[src/rtl/uart_pkg.sv]
// Shared types and defaults for the host-side UART receive path.
// Pure declarations: no logic, no latency, no flow control.
package uart_pkg;

    typedef enum logic [1:0] {
        IDLE  = 2'd0,
        START = 2'd1,
        DATA  = 2'd2,
        STOP  = 2'd3
    } uart_rx_state_t;

    localparam int UART_BAUD_DIV  = 868;
    localparam int UART_DATA_BITS = 8;

    // Both synchronizer stages come out of reset at the idle line level.
    localparam logic [1:0] UART_SYNC_RST = 2'b11;

endpackage

[src/rtl/sync_2ff.sv]
// Generic 1-bit two-flop synchronizer with a configurable reset value.
// Latency: 2 cycles from d to q; no backpressure (free-running sampler).
module sync_2ff
    import uart_pkg::*;
#(
    parameter logic [1:0] RST_VAL = UART_SYNC_RST
) (
    input  logic clock,
    input  logic reset,
    input  logic d,
    output logic q
);

    logic [1:0] sync_q;
    logic [1:0] sync_d;

    always_comb begin
        sync_d = {sync_q[0], d};
    end

    always_ff @(posedge clock) begin
        if (!reset) begin
            sync_q <= RST_VAL;
        end else begin
            sync_q <= sync_d;
        end
    end

    assign q = sync_q[1];

endmodule

[src/rtl/uart_rx.sv]
// Oversampling 8N1 UART receiver with a one-entry ready/valid holding register.
// Latency: byte valid one cycle after mid-stop sample; a full register drops new bytes and sets sticky overrun.
module uart_rx
    import uart_pkg::*;
#(
    parameter int BAUD_DIV  = UART_BAUD_DIV,
    parameter int DATA_BITS = UART_DATA_BITS
) (
    input  logic                 clock,
    input  logic                 reset,
    input  logic                 io_rx,
    output logic [DATA_BITS-1:0] io_data,
    output logic                 io_valid,
    input  logic                 io_ready,
    output logic                 io_frameErr,
    output logic                 io_overrun
);

    localparam int CNT_W = $clog2(BAUD_DIV);
    localparam int IDX_W = (DATA_BITS > 1) ? $clog2(DATA_BITS) : 1;

    localparam logic [CNT_W-1:0] CNT_HALF = CNT_W'(BAUD_DIV / 2 - 1);
    localparam logic [CNT_W-1:0] CNT_FULL = CNT_W'(BAUD_DIV - 1);
    localparam logic [CNT_W-1:0] CNT_ONE  = CNT_W'(1);
    localparam logic [IDX_W-1:0] IDX_LAST = IDX_W'(DATA_BITS - 1);
    localparam logic [IDX_W-1:0] IDX_ONE  = IDX_W'(1);

    logic rxs;

    sync_2ff #(
        .RST_VAL (UART_SYNC_RST)
    ) u_sync (
        .clock (clock),
        .reset (reset),
        .d     (io_rx),
        .q     (rxs)
    );

    uart_rx_state_t       state_q,     state_d;
    logic [CNT_W-1:0]     cnt_q,       cnt_d;
    logic [IDX_W-1:0]     idx_q,       idx_d;
    logic [DATA_BITS-1:0] shreg_q,     shreg_d;
    logic [DATA_BITS-1:0] data_q,      data_d;
    logic                 valid_q,     valid_d;
    logic                 frame_err_q, frame_err_d;
    logic                 overrun_q,   overrun_d;

    logic cnt_zero;
    logic consume;

    assign cnt_zero = (cnt_q == '0);
    assign consume  = valid_q & io_ready;

    always_comb begin
        state_d     = state_q;
        cnt_d       = cnt_q;
        idx_d       = idx_q;
        shreg_d     = shreg_q;
        data_d      = data_q;
        valid_d     = valid_q;
        frame_err_d = 1'b0;
        overrun_d   = overrun_q;

        // A write from the STOP branch below overrides this clear.
        if (consume) begin
            valid_d = 1'b0;
        end

        case (state_q)
            IDLE: begin
                if (!rxs) begin
                    cnt_d   = CNT_HALF;
                    state_d = START;
                end
            end

            START: begin
                if (cnt_zero) begin
                    if (rxs) begin
                        state_d = IDLE;
                    end else begin
                        cnt_d   = CNT_FULL;
                        idx_d   = '0;
                        state_d = DATA;
                    end
                end else begin
                    cnt_d = cnt_q - CNT_ONE;
                end
            end

            DATA: begin
                if (cnt_zero) begin
                    shreg_d = {rxs, shreg_q[DATA_BITS-1:1]};
                    cnt_d   = CNT_FULL;
                    idx_d   = idx_q + IDX_ONE;
                    if (idx_q == IDX_LAST) begin
                        state_d = STOP;
                    end
                end else begin
                    cnt_d = cnt_q - CNT_ONE;
                end
            end

            STOP: begin
                if (cnt_zero) begin
                    // Leave mid-stop-bit so a back-to-back start edge is not missed.
                    state_d = IDLE;
                    if (rxs) begin
                        if (!valid_q || io_ready) begin
                            data_d  = shreg_q;
                            valid_d = 1'b1;
                        end else begin
                            overrun_d = 1'b1;
                        end
                    end else begin
                        frame_err_d = 1'b1;
                    end
                end else begin
                    cnt_d = cnt_q - CNT_ONE;
                end
            end

            default: begin
                state_d = IDLE;
            end
        endcase
    end

    always_ff @(posedge clock) begin
        if (!reset) begin
            state_q     <= IDLE;
            cnt_q       <= '0;
            idx_q       <= '0;
            shreg_q     <= '0;
            data_q      <= '0;
            valid_q     <= 1'b0;
            frame_err_q <= 1'b0;
            overrun_q   <= 1'b0;
        end else begin
            state_q     <= state_d;
            cnt_q       <= cnt_d;
            idx_q       <= idx_d;
            shreg_q     <= shreg_d;
            data_q      <= data_d;
            valid_q     <= valid_d;
            frame_err_q <= frame_err_d;
            overrun_q   <= overrun_d;
        end
    end

    assign io_data     = data_q;
    assign io_valid    = valid_q;
    assign io_frameErr = frame_err_q;
    assign io_overrun  = overrun_q;

endmodule

[config.mk]
export PLATFORM = sky130hd
export DESIGN_NAME = uart_rx
export DESIGN_NICKNAME = d
export VERILOG_FILES = /design/src/rtl/uart_pkg.sv /design/src/rtl/sync_2ff.sv /design/src/rtl/uart_rx.sv
export SDC_FILE = /design/constraint.sdc
export NUM_CORES = 1
export LEC_CHECK = 0
export CORE_ASPECT_RATIO = 0.75
export CORE_UTILIZATION = 45
export CTS_BUF_LIST = sky130_fd_sc_hd__clkbuf_2 sky130_fd_sc_hd__clkbuf_4 sky130_fd_sc_hd__clkbuf_8
export CTS_CLUSTER_DIAMETER = 150
export DETAILED_ROUTE_END_ITERATION = 12
export PLACE_DENSITY = 0.64
export SETUP_SLACK_MARGIN = 0.05
export SLEW_MARGIN = 30
export SYNTH_ARGS = -nofsm -noshare
export SYNTH_HDL_FRONTEND = slang
export SYNTH_SLANG_ARGS = --single-unit
[constraint.sdc]
create_clock -name clock -period 2.1 [get_ports clock]
set_clock_uncertainty 0.15 [all_clocks]
set_input_delay 0.525 -clock clock [delete_from_list [all_inputs] [get_ports clock]]
set_output_delay 0.525 -clock clock [all_outputs]
set_load 0.1 [all_outputs]
==> impl_results.md <==
- # hold bufs at CTS: 0
- Die width: 77.5 um
- HPWL Detailed: 3790 um
- Lkg Pwr: approximately 1.0 nW
- Final setup fails: 0
- Die Ht: 58.6 um
- Synth top area cells: dfxtp_1 (37%), a21oi_1 (6.5%), ha_1 (5.9%)
- Rel. slew slack: 0.658
- Synth top area share: 0.375
- Distinct cells, synth: 58
- CTS sink count: 36
- TritonCTS clock tree: built
- Reg-to-Reg Start: cnt_q[0]
- Vias in the first global route: 1,820
- Synth area leader: dfxtp_1
- Max frequency: 0.484 GHz
- Worst Tran Pin Value: 0.512 ns
- CTS root buffer: clkbuf_8
- Total of max-cap violations: 0
- Row count: 20
- Input/output buffers: 14
- Cts bufs inserted: 5
- Largest net degree at the start of global routing: 18
- Drt total wl: ~5500 um
- Post-Syn Instances: 217
- GRT Residual Overflow: 0
- Number of flops mapped to enable cells by yosys: 0
- Vias: about 1,900
- R2R Setup Slk: 0.03 ns
- Most frequent cell after synthesis: dfxtp_1
- Post-synth ARST share: 0
- Sequential share of the synthesized area: 0.375
- RSZ-0062 raised after global routing: true
- Routed len/inst: 17.2 um
- First-pass GRT wire length: approximately 8900 um
- Depth of the worst register-to-register path: 5
- Initial antenna violation count: 0
- Die ar.: approximately 4500 um^2
- Endpoint of the worst hold path: u_sync.sync_q[1]
- Crit path launch type: flop
- ANT nets after route: 0
- Drt first-iter violations: 207
- # DRC: 0
- Nets: about 280
- Synthesis Warnings: 0
- Synthesized area: around 1900 um^2
- Fin Setup TNS: 0 ns
- CTS Buffer Depth: 2
- Crit. End Element: flop
- Clk Latency, worst-skew pair: 0.29 ns
- H-tree levels: 2
- FF-to-FF End: cnt_q[0]
- Placer Congestion: 0.928
- Core ar.: 4080 um^2
- Post-Syn Area per Cell: 8.86 um^2
- Max-slew violation count: 0
- #FFs+latches synth: 36
- Area post-placement: approximately 2400 um^2
- Status: finished clean
- HP Start: u_sync.sync_q[0]
- Top_reg_cell synth: dfxtp_1
- CP max FO: 8
- Hold Path Class: reg -> reg
- Final period util: 0.983
- 1st-pass router iterations: 7
- Tmin final: 2.07 ns
- Crit path kind: reg -> reg
- Pwr dens: 946 nW/um^2
- Top post-synthesis cells by count: dfxtp_1 (36), a21oi_1 (25), nand3_1 (18)
- # diodes: 0
- Initial Util: 0.471
- Clock-pin slew on the worst setup and hold paths: 0.07 ns
- DR vias/cell: 6.03
- Io pins: 15
- Final hold vios: 0
- Area growth syn-to-layout: 45.5%
- Crit path from: cnt_q[0]
- WP data required: approximately 2.1 ns
- Layout cells sized above 1: 0.402
- Finished Cell Area: 2800 um^2
- GRT Util Overall: 0.253
- Worst-case vdd ir drop: between 0.5 and 0.6 mV
- Post-Syn Nets: 230
- WHS Path Cells: 1
- Critical Path AT: 2.10 ns
## cell families after synthesis
kind of cell               after synthesis  synth area share
and+or+nand+nor                         79             0.232
buffers and inverters                   18            0.0423
AOI/OAI and AO/OA                       75             0.293
DFF                                     36             0.375
adders and majority gates                9            0.0586
## where the power goes
group          switching (W)  leakage (nW)  internal, W  total [W]
clock network       0.000259        0.0541     0.000351   0.000610
registers          0.0000262         0.293     0.000721   0.000747
logic               0.000711         0.702     0.000581    0.00129
total               0.000996          1.05      0.00165    0.00265
## cells in the final DEF, fill, tap and decap left out, drive strengths merged, types with 3 or more instances in the layout
cell type	synthesis	routed
ha	9	9
nor3	6	6
inv	6	6
clkbuf	8	5
dfxtp	36	36
nand2	17	17
o21a	3	3
nor2	9	9
or2	4	4
o21ai	16	16
or3	5	5
nand2b	3	3
a21oi	25	25
clkdlybuf4s50	0	3
a31oi	3	3
nand4	5	5
nand3	18	18
o41ai	3	3
buf	4	50
## layer usage
metal  track usage  part of all wire  routed length [um]  vias to the layer above
li1              -                 -                   -                      916
met1         0.350              0.46                2540                      913
met2         0.388              0.44                2420                       92
met3        0.0682             0.085                 473                       14
met4        0.0755             0.018                  99                        0
met5             0                 0                   0                        -
## how the worst max path moves through the flow
stage                       endpoint  slack (ns)  cells after the start
after global placement      cnt_q[6]       -0.08                      5
after detailed placement    cnt_q[6]       -0.04                      5
after global routing      io_data[6]       -0.03                      7
final                       cnt_q[0]        0.03                      5
after floorplan             cnt_q[7]        0.07                      6
after CTS                 io_data[1]        0.04                      7
## worst max-delay path: stages (launching register included)
cell	delay [ns]
dfxtp_2	0.33
inv_2	0.07
ha_4	0.13
or4b_4	0.54
o41a_4	0.46
o221a_1	0.28
## sequential cells by signal (all words and copies together), names as in the netlist, named ones only
name	cells
cnt_q	10
io_data	8
shreg_q	8
idx_q	3
u_sync.sync_q	2
io_frameErr	1
io_overrun	1
io_valid	1
state_q	1
## layout make-up
type,count,area [um^2]
tap,55,68.8
fill,313,1280
multi-input combinational,163,1300
timing repair buffer,53,574
clock buffer,5,68.8
clock inverter,3,42.5
sequential,36,723
inverter,6,22.5
## stage by stage
step                hold WS [ns]   util  instances  power (W)  setup WS (ns)
detailed placement         0.257  0.587        302    0.00169        -0.0395
CTS                        0.278  0.638        317    0.00244         0.0358
global route               0.287  0.686        321    0.00277        -0.0280
global placement           0.250  0.587        302    0.00168        -0.0761
floorplan                  0.236      -        217    0.00139         0.0748
finish                     0.269  0.686        321    0.00265         0.0349
## timing repair
action                                 CTS  global route
resized for setup                       13            36
pin swaps                                3            16
cloned                                   1             0
endpoints found under the hold margin    0             0
buffers inserted                         6             4
setup endpoints to repair               26            30
(Power assumes the default switching activity.)
